<file path="config.mk">
export PLATFORM = sky130hd
export DESIGN_NAME = noc_xbar_rr
export DESIGN_NICKNAME = d
export VERILOG_FILES = /design/src/rtl/noc_xbar_rr.sv
export SDC_FILE = /design/constraint.sdc
export NUM_CORES = 1
export LEC_CHECK = 0
export CAP_MARGIN = 20
export CORE_UTILIZATION = 30
export CTS_CLUSTER_SIZE = 10
export DETAILED_ROUTE_END_ITERATION = 10
export GPL_TIMING_DRIVEN = 1
export SYNTH_ARGS = -nofsm -noshare
export SYNTH_HDL_FRONTEND = slang
export SYNTH_SLANG_ARGS = --single-unit
</file>
<file path="constraint.sdc">
create_clock -name clk -period 5.6 [get_ports clk]
set_clock_uncertainty 0.05 [all_clocks]
set_input_delay 0.84 -clock clk [delete_from_list [all_inputs] [get_ports clk]]
set_output_delay 0.84 -clock clk [all_outputs]
set_load 0.03 [all_outputs]
</file>
<file path="src/rtl/noc_xbar_rr.sv">
// noc_xbar_rr -- NUM_PORTS x NUM_PORTS wormhole crossbar with per-output
// round-robin arbitration, head-to-tail packet locking and one registered
// output stage.
//
// Ports:
//   clk, rst                 clock, asynchronous active-high reset
//   in_valid/in_data/in_dest/in_tail -> in_ready   per-input flit channel
//   out_valid/out_data/out_tail <- out_ready       per-output registered channel
//   err_route                sticky per-input bad-route flag
//   flit_cnt, drop_cnt       statistics (only with NOC_XBAR_STATS_EN defined)
//
// Optional feature macro: NOC_XBAR_STATS_EN.
module noc_xbar_rr #(
  parameter  int NUM_PORTS = 5,
  parameter  int DATA_W    = 16,
  localparam int SEL_W     = $clog2(NUM_PORTS)
) (
  input  logic                          clk,
  input  logic                          rst,
  input  logic [NUM_PORTS-1:0]          in_valid,
  input  logic [NUM_PORTS*DATA_W-1:0]   in_data,
  input  logic [NUM_PORTS*SEL_W-1:0]    in_dest,
  input  logic [NUM_PORTS-1:0]          in_tail,
  output logic [NUM_PORTS-1:0]          in_ready,
  output logic [NUM_PORTS-1:0]          out_valid,
  output logic [NUM_PORTS*DATA_W-1:0]   out_data,
  output logic [NUM_PORTS-1:0]          out_tail,
  input  logic [NUM_PORTS-1:0]          out_ready,
`ifdef NOC_XBAR_STATS_EN
  output logic [NUM_PORTS*32-1:0]       flit_cnt,
  output logic [31:0]                   drop_cnt,
`endif
  output logic [NUM_PORTS-1:0]          err_route
);

  typedef enum logic {IDLE, LOCKED} arb_st_e;

  logic [NUM_PORTS-1:0]                 in_pkt_q, bad_q, err_q;
  logic [NUM_PORTS-1:0][SEL_W-1:0]      route_q;
  logic [NUM_PORTS-1:0][SEL_W-1:0]      dest_eff;
  logic [NUM_PORTS-1:0]                 bad_eff, drop;
  logic [NUM_PORTS-1:0][NUM_PORTS-1:0]  req;   // [out][in]
  logic [NUM_PORTS-1:0][NUM_PORTS-1:0]  gnt;   // [out][in], accepted this cycle

  // ---------------- per-input route tracking ----------------
  for (genvar i = 0; i < NUM_PORTS; i++) begin : g_in
    logic [SEL_W-1:0] d;
    logic             head, bad_head;
    assign d        = in_dest[i*SEL_W +: SEL_W];
    assign head     = ~in_pkt_q[i];
    assign bad_head = (32'(d) == i) || (32'(d) >= NUM_PORTS);
    // Body/tail flits follow the route (and verdict) latched from the head.
    assign dest_eff[i] = head ? d : route_q[i];
    assign bad_eff[i]  = head ? bad_head : bad_q[i];
    // Bad-route packets are swallowed unconditionally so the input drains.
    assign drop[i]     = in_valid[i] & bad_eff[i] & ~rst;

    always_ff @(posedge clk or posedge rst) begin
      if (rst) begin
        in_pkt_q[i] <= 1'b0;
        bad_q[i]    <= 1'b0;
        route_q[i]  <= '0;
        err_q[i]    <= 1'b0;
      end else begin
        if (in_valid[i] && in_ready[i]) begin
          in_pkt_q[i] <= ~in_tail[i];
          if (head) begin
            route_q[i] <= d;
            bad_q[i]   <= bad_head;
          end
        end
        if (drop[i] && head) err_q[i] <= 1'b1;
      end
    end

    for (genvar o = 0; o < NUM_PORTS; o++) begin : g_req
      assign req[o][i] = in_valid[i] & ~bad_eff[i] & (dest_eff[i] == SEL_W'(o));
    end
  end

  assign err_route = err_q;

  // ---------------- per-output arbiter + output register ----------------
  for (genvar o = 0; o < NUM_PORTS; o++) begin : g_out
    arb_st_e           st_q;
    logic [SEL_W-1:0]  owner_q, rr_q, sel, rr_nxt;
    logic              hit, load, acc, sel_tail, vld_q, tail_q;
    logic [DATA_W-1:0] data_q;

    always_comb begin
      int j;
      sel = owner_q;
      hit = 1'b0;
      j   = 0;
      if (st_q == LOCKED) begin
        hit = req[o][owner_q];
      end else begin
        for (int k = 0; k < NUM_PORTS; k++) begin
          j = int'(rr_q) + k;
          if (j >= NUM_PORTS) j = j - NUM_PORTS;
          if (!hit && req[o][j]) begin
            hit = 1'b1;
            sel = SEL_W'(j);
          end
        end
      end
    end

    assign load     = ~vld_q | out_ready[o];
    assign acc      = hit & load & ~rst;
    assign sel_tail = in_tail[sel];
    assign rr_nxt   = (sel == SEL_W'(NUM_PORTS-1)) ? '0 : sel + 1'b1;
    assign gnt[o]   = acc ? (NUM_PORTS'(1) << sel) : '0;

    always_ff @(posedge clk or posedge rst) begin
      if (rst) begin
        st_q    <= IDLE;
        owner_q <= '0;
        rr_q    <= '0;
        vld_q   <= 1'b0;
        tail_q  <= 1'b0;
        data_q  <= '0;
      end else begin
        if (acc) begin
          vld_q  <= 1'b1;
          data_q <= in_data[sel*DATA_W +: DATA_W];
          tail_q <= sel_tail;
        end else if (out_ready[o]) begin
          vld_q  <= 1'b0;
        end
        if (acc) begin
          case (st_q)
            IDLE:
              if (!sel_tail) begin
                st_q    <= LOCKED;
                owner_q <= sel;
              end else begin
                rr_q    <= rr_nxt;
              end
            LOCKED:
              if (sel_tail) begin
                st_q <= IDLE;
                rr_q <= rr_nxt;
              end
            default: st_q <= IDLE;
          endcase
        end
      end
    end

    assign out_valid[o]                  = vld_q;
    assign out_tail[o]                   = tail_q;
    assign out_data[o*DATA_W +: DATA_W]  = data_q;

`ifdef NOC_XBAR_STATS_EN
    logic [31:0] fcnt_q;
    always_ff @(posedge clk or posedge rst) begin
      if (rst)                          fcnt_q <= '0;
      else if (vld_q && out_ready[o])   fcnt_q <= fcnt_q + 32'd1;
    end
    assign flit_cnt[o*32 +: 32] = fcnt_q;
`endif
  end

  // An input has a single route, so at most one output grants it.
  always_comb begin
    in_ready = drop;
    for (int o = 0; o < NUM_PORTS; o++)
      in_ready = in_ready | gnt[o];
  end

`ifdef NOC_XBAR_STATS_EN
  logic [31:0] drop_cnt_q;
  logic [32:0] drop_sum;
  always_comb begin
    drop_sum = {1'b0, drop_cnt_q};
    for (int i = 0; i < NUM_PORTS; i++)
      if (drop[i]) drop_sum = drop_sum + 33'd1;
  end
  always_ff @(posedge clk or posedge rst) begin
    if (rst) drop_cnt_q <= '0;
    else     drop_cnt_q <= drop_sum[32] ? '1 : drop_sum[31:0];
  end
  assign drop_cnt = drop_cnt_q;
`endif

endmodule

</file>
-- Yosys cells after proc, flatten, opt, wreduce, memory -nomap -nowiden
Cells that the tools add are included.
- flip-flop bits (word level): 155
- latch bits: 0
- bits in writable memories: 0
- bits in read-only memories: 0
- input port bits: 112
- logic and storage cells: 636
- memories kept: 0
- add/subtract/negate cells: 50
- multipliers: 0
- divide/modulo/power cells: 0
- $lt $le $gt $ge: 65
- equal/unequal tests: 29
- shift-type cells: 10
- multiplexer cells: 265
- bitwise operators: 91
- reductions and logical operators: 76
- operators by type and width (kind ; count):
    2-to-1 mux 32 bit ; 50
    < comparator 32 x 5 -> 1 bit (second input constant) ; 25
    variable part select 80 x 8 -> 16 bit ; 5
    2-to-1 mux 3 bit ; 45
    2-to-1 mux 1 bit ; 130
    binary-select mux 1 bit (select 3 bit) ; 35
    subtractor 4 x 3 -> 5 bit (second input constant) ; 20
    greater-or-equal comparator 4 x 3 -> 1 bit (second input constant) ; 20
    bitwise AND 1 bit ; 50
    adder 3 x 2 -> 4 bit (second input constant) ; 10
    < comparator 3 x 4 -> 1 bit (second input constant) ; 10
    == test 3 x 2 -> 1 bit (second input constant) ; 12
    == test 3 bit (second input constant) ; 11
    inverter 1 bit ; 31
    greater-or-equal comparator 3 bit (second input constant) ; 10
    logical AND 1 bit ; 30
    2-to-1 mux 5 bit ; 5
    bitwise OR 5 bit ; 5
    left shift 1 x 3 -> 5 bit (first input constant) ; 5
    adder 3 x 1 -> 4 bit (second input constant) ; 5
    adder 3 x 3 -> 4 bit (second input constant) ; 5
    zero test 1 bit ; 20
    subtractor 3 x 3 -> 4 bit (second input constant) ; 5
    == test 3 x 1 -> 1 bit (second input constant) ; 6
    other kinds (7) ; 36

-- Logic depth before layout (Yosys ltp)
Gate-level depths: netlist of run 1.
- word-level depth: 36
- gate-level depth with buffers: 24
- depth with buffers taken out: 20

-- Worst setup path after synthesis of run 1
OpenSTA, ideal clock, no wires.
- path type: input to output
- from: input port rst
- to: output port in_ready[1]
- data arrival time: 5.286 ns
- required time: 4.710 ns
- slack: -0.576 ns
- cell stages on the path: 5
- path buffers: 0
- cells stage by stage: inv_1 -> o2111ai_1 -> o21ai_0 -> a2111oi_4 -> nand2_1
- longest elaborated chain between the ends: 8
- elaborated cells on any way between the ends: 17
- classes of those cells: 5 x mux; 12 x bitwise
- RTL lines (what ; line ; source):
    start: declaration ; 19 ; input logic rst,
    inverter 1 bit * ; 56, 110 ;
    bitwise AND 1 bit ; 110 ; assign acc = hit & load & ~rst;
    2-to-1 mux 5 bit ; 113 ; assign gnt[o] = acc ? (NUM_PORTS'(1) << sel) : '0;
    bitwise OR 5 bit (4 in series) ; 169 ; in_ready = in_ready | gnt[o];
    bitwise OR 5 bit * ; 169 ;
    end: declaration ; 24 ; output logic [NUM_PORTS-1:0] in_ready,
Every way passes the cells marked *; elsewhere a longest branch is shown, timed or not.

-- Worst setup path after layout of run 1
- from: input port in_dest[4]
- to: output port in_ready[3]
- longest elaborated chain between the ends: 35
- elaborated cells on any way between the ends: 247
- classes of those cells: 1 x order compare; 5 x eq/ne; 5 x shift; 172 x mux; 22 x bitwise; 42 x reduce/logical
- RTL lines (what ; line ; source):
    start: declaration ; 22 ; input logic [NUM_PORTS*SEL_W-1:0] in_dest,
    greater-or-equal comparator 3 bit or == test 3 x 1 -> 1 bit (tied branches) ; 51 ; assign bad_head = (32'(d) == i) || (32'(d) >= NUM_PORTS);
    logical OR 1 bit ; 51 ;
    2-to-1 mux 1 bit ; - ;
    inverter 1 bit ; 77 ; assign req[o][i] = in_valid[i] & ~bad_eff[i] & (dest_eff[i] == SEL_W'(o));
    bitwise AND 1 bit (2 in series) ; 77 ;
    binary-select mux 1 bit (select 3 bit) ; 101 ; if (!hit && req[o][j]) begin
    2-to-1 mux 1 bit (implied by the code) (2 in series) ; 101 ;
    2-to-1 mux 1 bit ; 101 ;
    [13 not listed] ; - ;
    zero test 1 bit ; 101 ;
    logical AND 1 bit ; 101 ;
    2-to-1 mux 1 bit ; 101 ;
    2-to-1 mux 1 bit ; 95 ; if (st_q == LOCKED) begin
    bitwise AND 1 bit (2 in series) ; 110 ;
    2-to-1 mux 5 bit ; 113 ;
    bitwise OR 5 bit (4 in series) ; 169 ;
    bitwise OR 5 bit * ; 169 ;
Every way passes the cells marked *; elsewhere a longest branch is shown, timed or not. The select of a mux whose other input is x is not followed.

==> run_results.csv, run 1 <==
group,metric,value,unit
timing,maxSlewHeadroom,0.437,
timing,hold_viol,0,
drt,dr.first_iter.drc_count,1925,
yosys,yosysTopAreaCell,"dfrtp_1",
final_layout,mostFrequentLayoutCells,"buf_4, clkdlybuf4s50_1, nand2_1, mux2i_1, nor2_1",
cts,cts_root_buffer,"clkbuf_16",
yosys,syn_area,17300,um2
grt,gr-total-overflow,0,
yosys,synth_compound_area_frac,0.291,
timing,period_share,0.998,
yosys,synth.avg_cell_area,8.64,um2
drt,vias,19024,
yosys,yosys.area.top_type_share,0.224,
drt,post_drt_wl_per_cell,22.7,um
final_layout,seq_area,3890,um2
setup_path,cp.required,4.71,ns
drt,drc,0,
timing,setup_viol,0,
floorplanning,floorplan.rows,87,
drt,drt_pre_antenna_iters,6,
grt,grt_usage,0.246,
final_layout,finalInstanceArea,24700,um2
yosys,ys_ff_latch,155,
setup_path,worstSetupPathType,"primary input to output port",
setup_path,arrival,4.70,ns
floorplanning,initial_core_util,0.306,
yosys,synth_mux_area_frac,0.160,
yosys,ys_seq_area_frac,0.224,
drt,drtAntennaViolNets,0,
drt,avgViaCountPerCell,5.82,
setup_path,crit_path_end_kind,"output port",
yosys,synth_area_leaders,"dfrtp_1, mux2i_1, ha_1",
cts,numCtsBuffers,17,
setup_path,cp_max_fo,5,
floorplanning,core_area,56700,um2
placement,gp_congestion,0.983,
yosys,async_reset_ff_frac,1.00,
grt,grt_pass1_vias,18561,
yosys,yosys.area_share.adder,0.0570,
yosys,synth_top_family_by_area,"compound AO/OA/AOI/OAI gates",
final_layout,multiInputGateArea,13800,um2
final_layout,layout_commonest_cell,"buf_4",
worst_hold_path,hold_path_class,"flip-flop to flip-flop",
cts,cts_buffer_depth,2,
yosys,ys.flop_type,"dfrtp_1",
placement,place_area,22200,um2
timing,fmax,179,MHz
final_layout,nets,2692,
grt,grt_start_max_net_pins,56,
run_status,status,"complete, no violations",
floorplanning,pin_count,212,
cts,cts_tree,"done",
timing,fin_crit,5.59,ns
cts,h-tree-depth,4,
timing,tightest_slew,0.842,ns
cts,insertion_delay,0.49,ns
floorplanning,dieHeight,242,um
timing,drv_slew,0,
placement,port_buffers,211,
cts,cts_sinks,155,
grt,antenna_found_initial,1,
yosys,yosys.area_share.simple,0.205,
cts,cts.clk_slew.worst_paths,0.07,ns
timing,rsz0062_at_grt,"yes",
floorplanning,die-width,242,um
yosys,synth_edf_count,0,
placement,hpwl,56.6,mm
final_layout,drive_gt1_frac,0.309,
yosys,synth_cell_types,140,
yosys,synth_nets,2199,
final_layout,fillCellCount,5508,
grt,grt_pass1_wl,113,mm
setup_path,startpoint_type,"primary input",
drt,wl,74.3,mm
flow_run,max_cap_violations,0,
final_layout,area_delta_synth_final,42.5,%
yosys,synth_cells,2008,
yosys,synthXorXnorAreaFrac,0.00757,
floorplanning,dieArea,58800,um2
yosys,ys_warn_count,0,
## repair_timing
item,CTS,global route
setup buffers,48,40
pin swaps,51,55
resized for setup,157,151
setup endpoints to repair,5,21
hold buffers,0,0
## cell usage after synthesis (all sizes together), types with 33 or more instances
cell	count
ha	79
nand2	178
mux2i	164
dfrtp	155
o21ai	129
nor2	157
nand2b	33
a211oi	56
buf	76
a22oi	37
nor3	40
and3	38
inv	84
mux2	55
a21oi	95
clkbuf	42
nand3	34
## registers in the layout, summed over array words and instances, names as in the netlist
signal and cells:
g_out.st_q 5, g_out.owner_q 15, g_out.tail_q 5, g_out.data_q 80, g_out.vld_q 5, in_pkt_q 5
route_q 15, err_route 5, g_out.rr_q 15, bad_q 5
## area by class of cell
type                       count  share of cell area
antenna                        1            0.000101
clock buffer                  17              0.0172
clock inverter                15             0.00597
inverter                      86              0.0135
multi-input combinational   1649               0.557
sequential                   155               0.157
tap                          756              0.0383
timing repair buffer         592               0.210
## logic make-up (layout without fill, tap and decap cells)
logic type                 Yosys count  in the layout
buffers and inverters              204            710
and+or+nand+nor                    663            663
AOI/OAI and AO/OA                  652            652
xor gates and xnor gates            15             15
other                                0              1
adders and majority gates           79             79
DFF                                155            155
muxes                              240            240
## metal layers
layer,wire length [um],GRT usage,vias to the layer above
met4,2720,0.0921,0
met3,5630,0.0480,132
met2,34100,0.396,810
met1,31900,0.325,9412
met5,0,0,-
li1,-,-,8670
## per-stage QoR
step                      worst slack (ns)  hold WS [ns]  std cells  setup TNS [ns]   util
final                              0.00998         0.406       3271               0  0.436
after global routing               -0.0854         0.424       3271          -0.363  0.436
after CTS                         -0.00674         0.412       3230        -0.00674  0.418
after detailed placement            -0.409         0.395       3150           -1.95  0.391
after global placement              -0.241         0.389       3150           -1.12  0.391
after floorplan                     0.0157         0.391       2008               0      -
## worst max-delay path, stage by stage
cell	delay (ns)
dlygate4sd2_1	0.25
or4b_4	0.57
a211oi_4	0.27
buf_12	0.17
a21oi_2	0.06
o41ai_2	0.41
o21ai_1	0.12
o31a_1	0.15
a2111o_1	0.45
nand2_2	0.10
inv_2	0.06
ha_2	0.19
ha_2	0.17
a221o_1	0.34
or3_4	0.37
buf_6	0.16
## path summary, 6_finish.rpt
path                                        from                  to  slack (ns)  cells past startpoint
worst max-delay path                  in_dest[4]         in_ready[3]        0.01                     16
worst min-delay path                err_route[3]        err_route[3]        0.41                      1
worst max register to register  g_out[3].rr_q[1]  g_out[3].data_q[8]        0.10                     31
worst min register to register      err_route[3]        err_route[3]        0.41                      1
max in group asynchronous                    rst  g_out[2].data_q[8]        3.29                      4
min in group asynchronous                    rst       g_out[3].st_q        0.96                      3
Power of run 1 is left out: the tool's default activity adds up to more than one toggle a clock period on the data nets, which glitch-free logic cannot reach.
==> inputs of run 2 (changes only) <==
DONT_BUFFER_PORTS = 1   (was not set)
==> run_results.csv, run 2 (synthesized netlist as in run 1, its figures left out) <==
group,metric,value,unit
drt,vias,17375,
cts,h-tree-depth,4,
grt,gr-total-overflow,0,
setup_path,slowest_stage,"or3_4",
floorplanning,floorplan.rows,87,
timing,drv_slew,0,
drt,post_drt_wl_per_cell,25.1,um
floorplanning,die-width,242,um
floorplanning,dieArea,58800,um2
floorplanning,pin_count,212,
setup_path,cp_max_fo,7,
setup_path,max_stage_delay,0.49,ns
floorplanning,core_area,56700,um2
grt,grt_pass1_vias,16268,
cts,cts_buffer_depth,2,
final_layout,largest_reg_flops,80,
setup_path,startpoint_type,"flip-flop",
cts,holdBufCountCts,0,
setup_path,cp.required,4.71,ns
grt,grt_usage,0.233,
cts,cts_tree,"done",
cts,cts.clk_slew.worst_paths,0.08,ns
setup_path,arrival,4.67,ns
final_layout,top_register,"g_out.data_q",
placement,gp_congestion,0.994,
timing,hold_viol,0,
worst_hold_path,hold_path_class,"primary input to async pin",
timing,maxSlewHeadroom,0.391,
timing,fmax,180,MHz
setup_path,path_cells,"inv_4 > buf_4 > ha_4 > clkinvlp_4 > buf_12 > nor3_1 > o21ai_1 > and2_4 > a2111oi_4 > buf_4 > nor2_1 > a221oi_4 > inv_2 > ha_1 > ha_1 > a22o_1 > or3_4",
final_layout,area_delta_synth_final,18.5,%
final_layout,layout_commonest_cell,"nand2_1",
placement,port_buffers,0,
timing,whs,0.205,ns
setup_path,worstSetupPathType,"flip-flop to output port",
drt,drtAntennaViolNets,0,
timing,setup_viol,0,
final_layout,multiInputGateArea,13400,um2
final_layout,seq_area,3890,um2
timing,rsz0062_at_grt,"yes",
cts,insertion_delay,0.51,ns
flow_run,max_cap_violations,0,
timing,tns,0,ns
drt,drc,0,
drt,avgViaCountPerCell,6.11,
drt,dr.first_iter.drc_count,1691,
final_layout,drive_gt1_frac,0.242,
drt,drt_pre_antenna_iters,8,
final_layout,fillCellCount,5749,
timing,fin_crit,5.56,ns
placement,hpwl,53.8,mm
grt,antenna_found_initial,2,
timing,period_share,0.994,
floorplanning,dieHeight,242,um
drt,wl,71.3,mm
final_layout,mostFrequentLayoutCells,"nand2_1, nor2_1, mux2i_1, buf_4, dfrtp_1",
final_layout,nets,2265,
setup_path,cp_num_buf_inv,6,
cts,cts_sinks,155,
grt,grt_start_max_net_pins,125,
timing,tightest_slew,0.912,ns
cts,numCtsBuffers,17,
run_status,status,"complete, no violations",
grt,grt_pass1_wl,105,mm
cts,cts_root_buffer,"clkbuf_16",
setup_path,cpLargestDelayFamily,"compound AO/OA/AOI/OAI gates",
setup_path,crit_path_end_kind,"output port",
floorplanning,initial_core_util,0.306,
==> run 2: cell count changes in the layout (fill, tap and decap cells not counted), moves of 5 or more <==
cell | previous run | this run
buf_4 | 348 | 150
clkdlybuf4s50_1 | 188 | 0
buf_6 | 25 | 9
dlygate4sd2_1 | 13 | 0
ha_1 | 43 | 55
buf_12 | 13 | 4
ha_4 | 19 | 11
inv_2 | 20 | 13
nand2_1 | 169 | 174
nand2_2 | 9 | 4
==> run 2: layer usage <==
metal  global-route usage  vias to the layer above  part of all wire
li1                     -                     7799                 -
met1                0.308                     8664              0.43
met2                0.354                      759              0.45
met3               0.0676                      153             0.084
met4               0.0962                        0             0.041
met5                    0                        -                 0
==> run 2: area by class of cell <==
type	instances	area share
inverter	86	0.0168
timing repair buffer	165	0.0650
clock buffer	17	0.0207
tap	756	0.0460
antenna	1	0.000122
sequential	155	0.189
multi-input combinational	1649	0.651
clock inverter	15	0.0108
==> run 2: worst paths after layout <==
| check | cells past startpoint | end | start | slack, ns |
|---|---|---|---|---|
| max | 17 | in_ready[3] | g_out[2].rr_q[1] | 0.04 |
| min | 1 | bad_q[4] | rst | 0.21 |
| max reg2reg | 16 | g_out[0].rr_q[0] | g_out[0].rr_q[1] | 0.48 |
| min reg2reg | 1 | bad_q[2] | bad_q[2] | 0.43 |
| max in group asynchronous | 2 | in_pkt_q[1] | rst | 4.15 |
| min in group clk | 1 | in_pkt_q[1] | in_tail[1] | 0.36 |
==> run 2: what timing repair did <==
action,CTS,global route
resized for setup,73,131
cloned,0,0
pin swaps,15,35
buffers inserted,17,47
setup endpoints to repair,5,6
==> run 2: metrics by stage <==
step | util | std cells | worst slack [ns] | area (um2)
2_1_floorplan | - | 2008 | 0.0157 | 17400
3_3_place_gp | 0.327 | 2747 | 0.198 | 18500
3_5_place_dp | 0.327 | 2747 | 0.0678 | 18500
4_1_cts | 0.346 | 2796 | -0.0390 | 19600
5_1_grt | 0.363 | 2844 | -0.0882 | 20600
6_report | 0.363 | 2844 | 0.0356 | 20600
Power of run 2 is left out for the same reason.
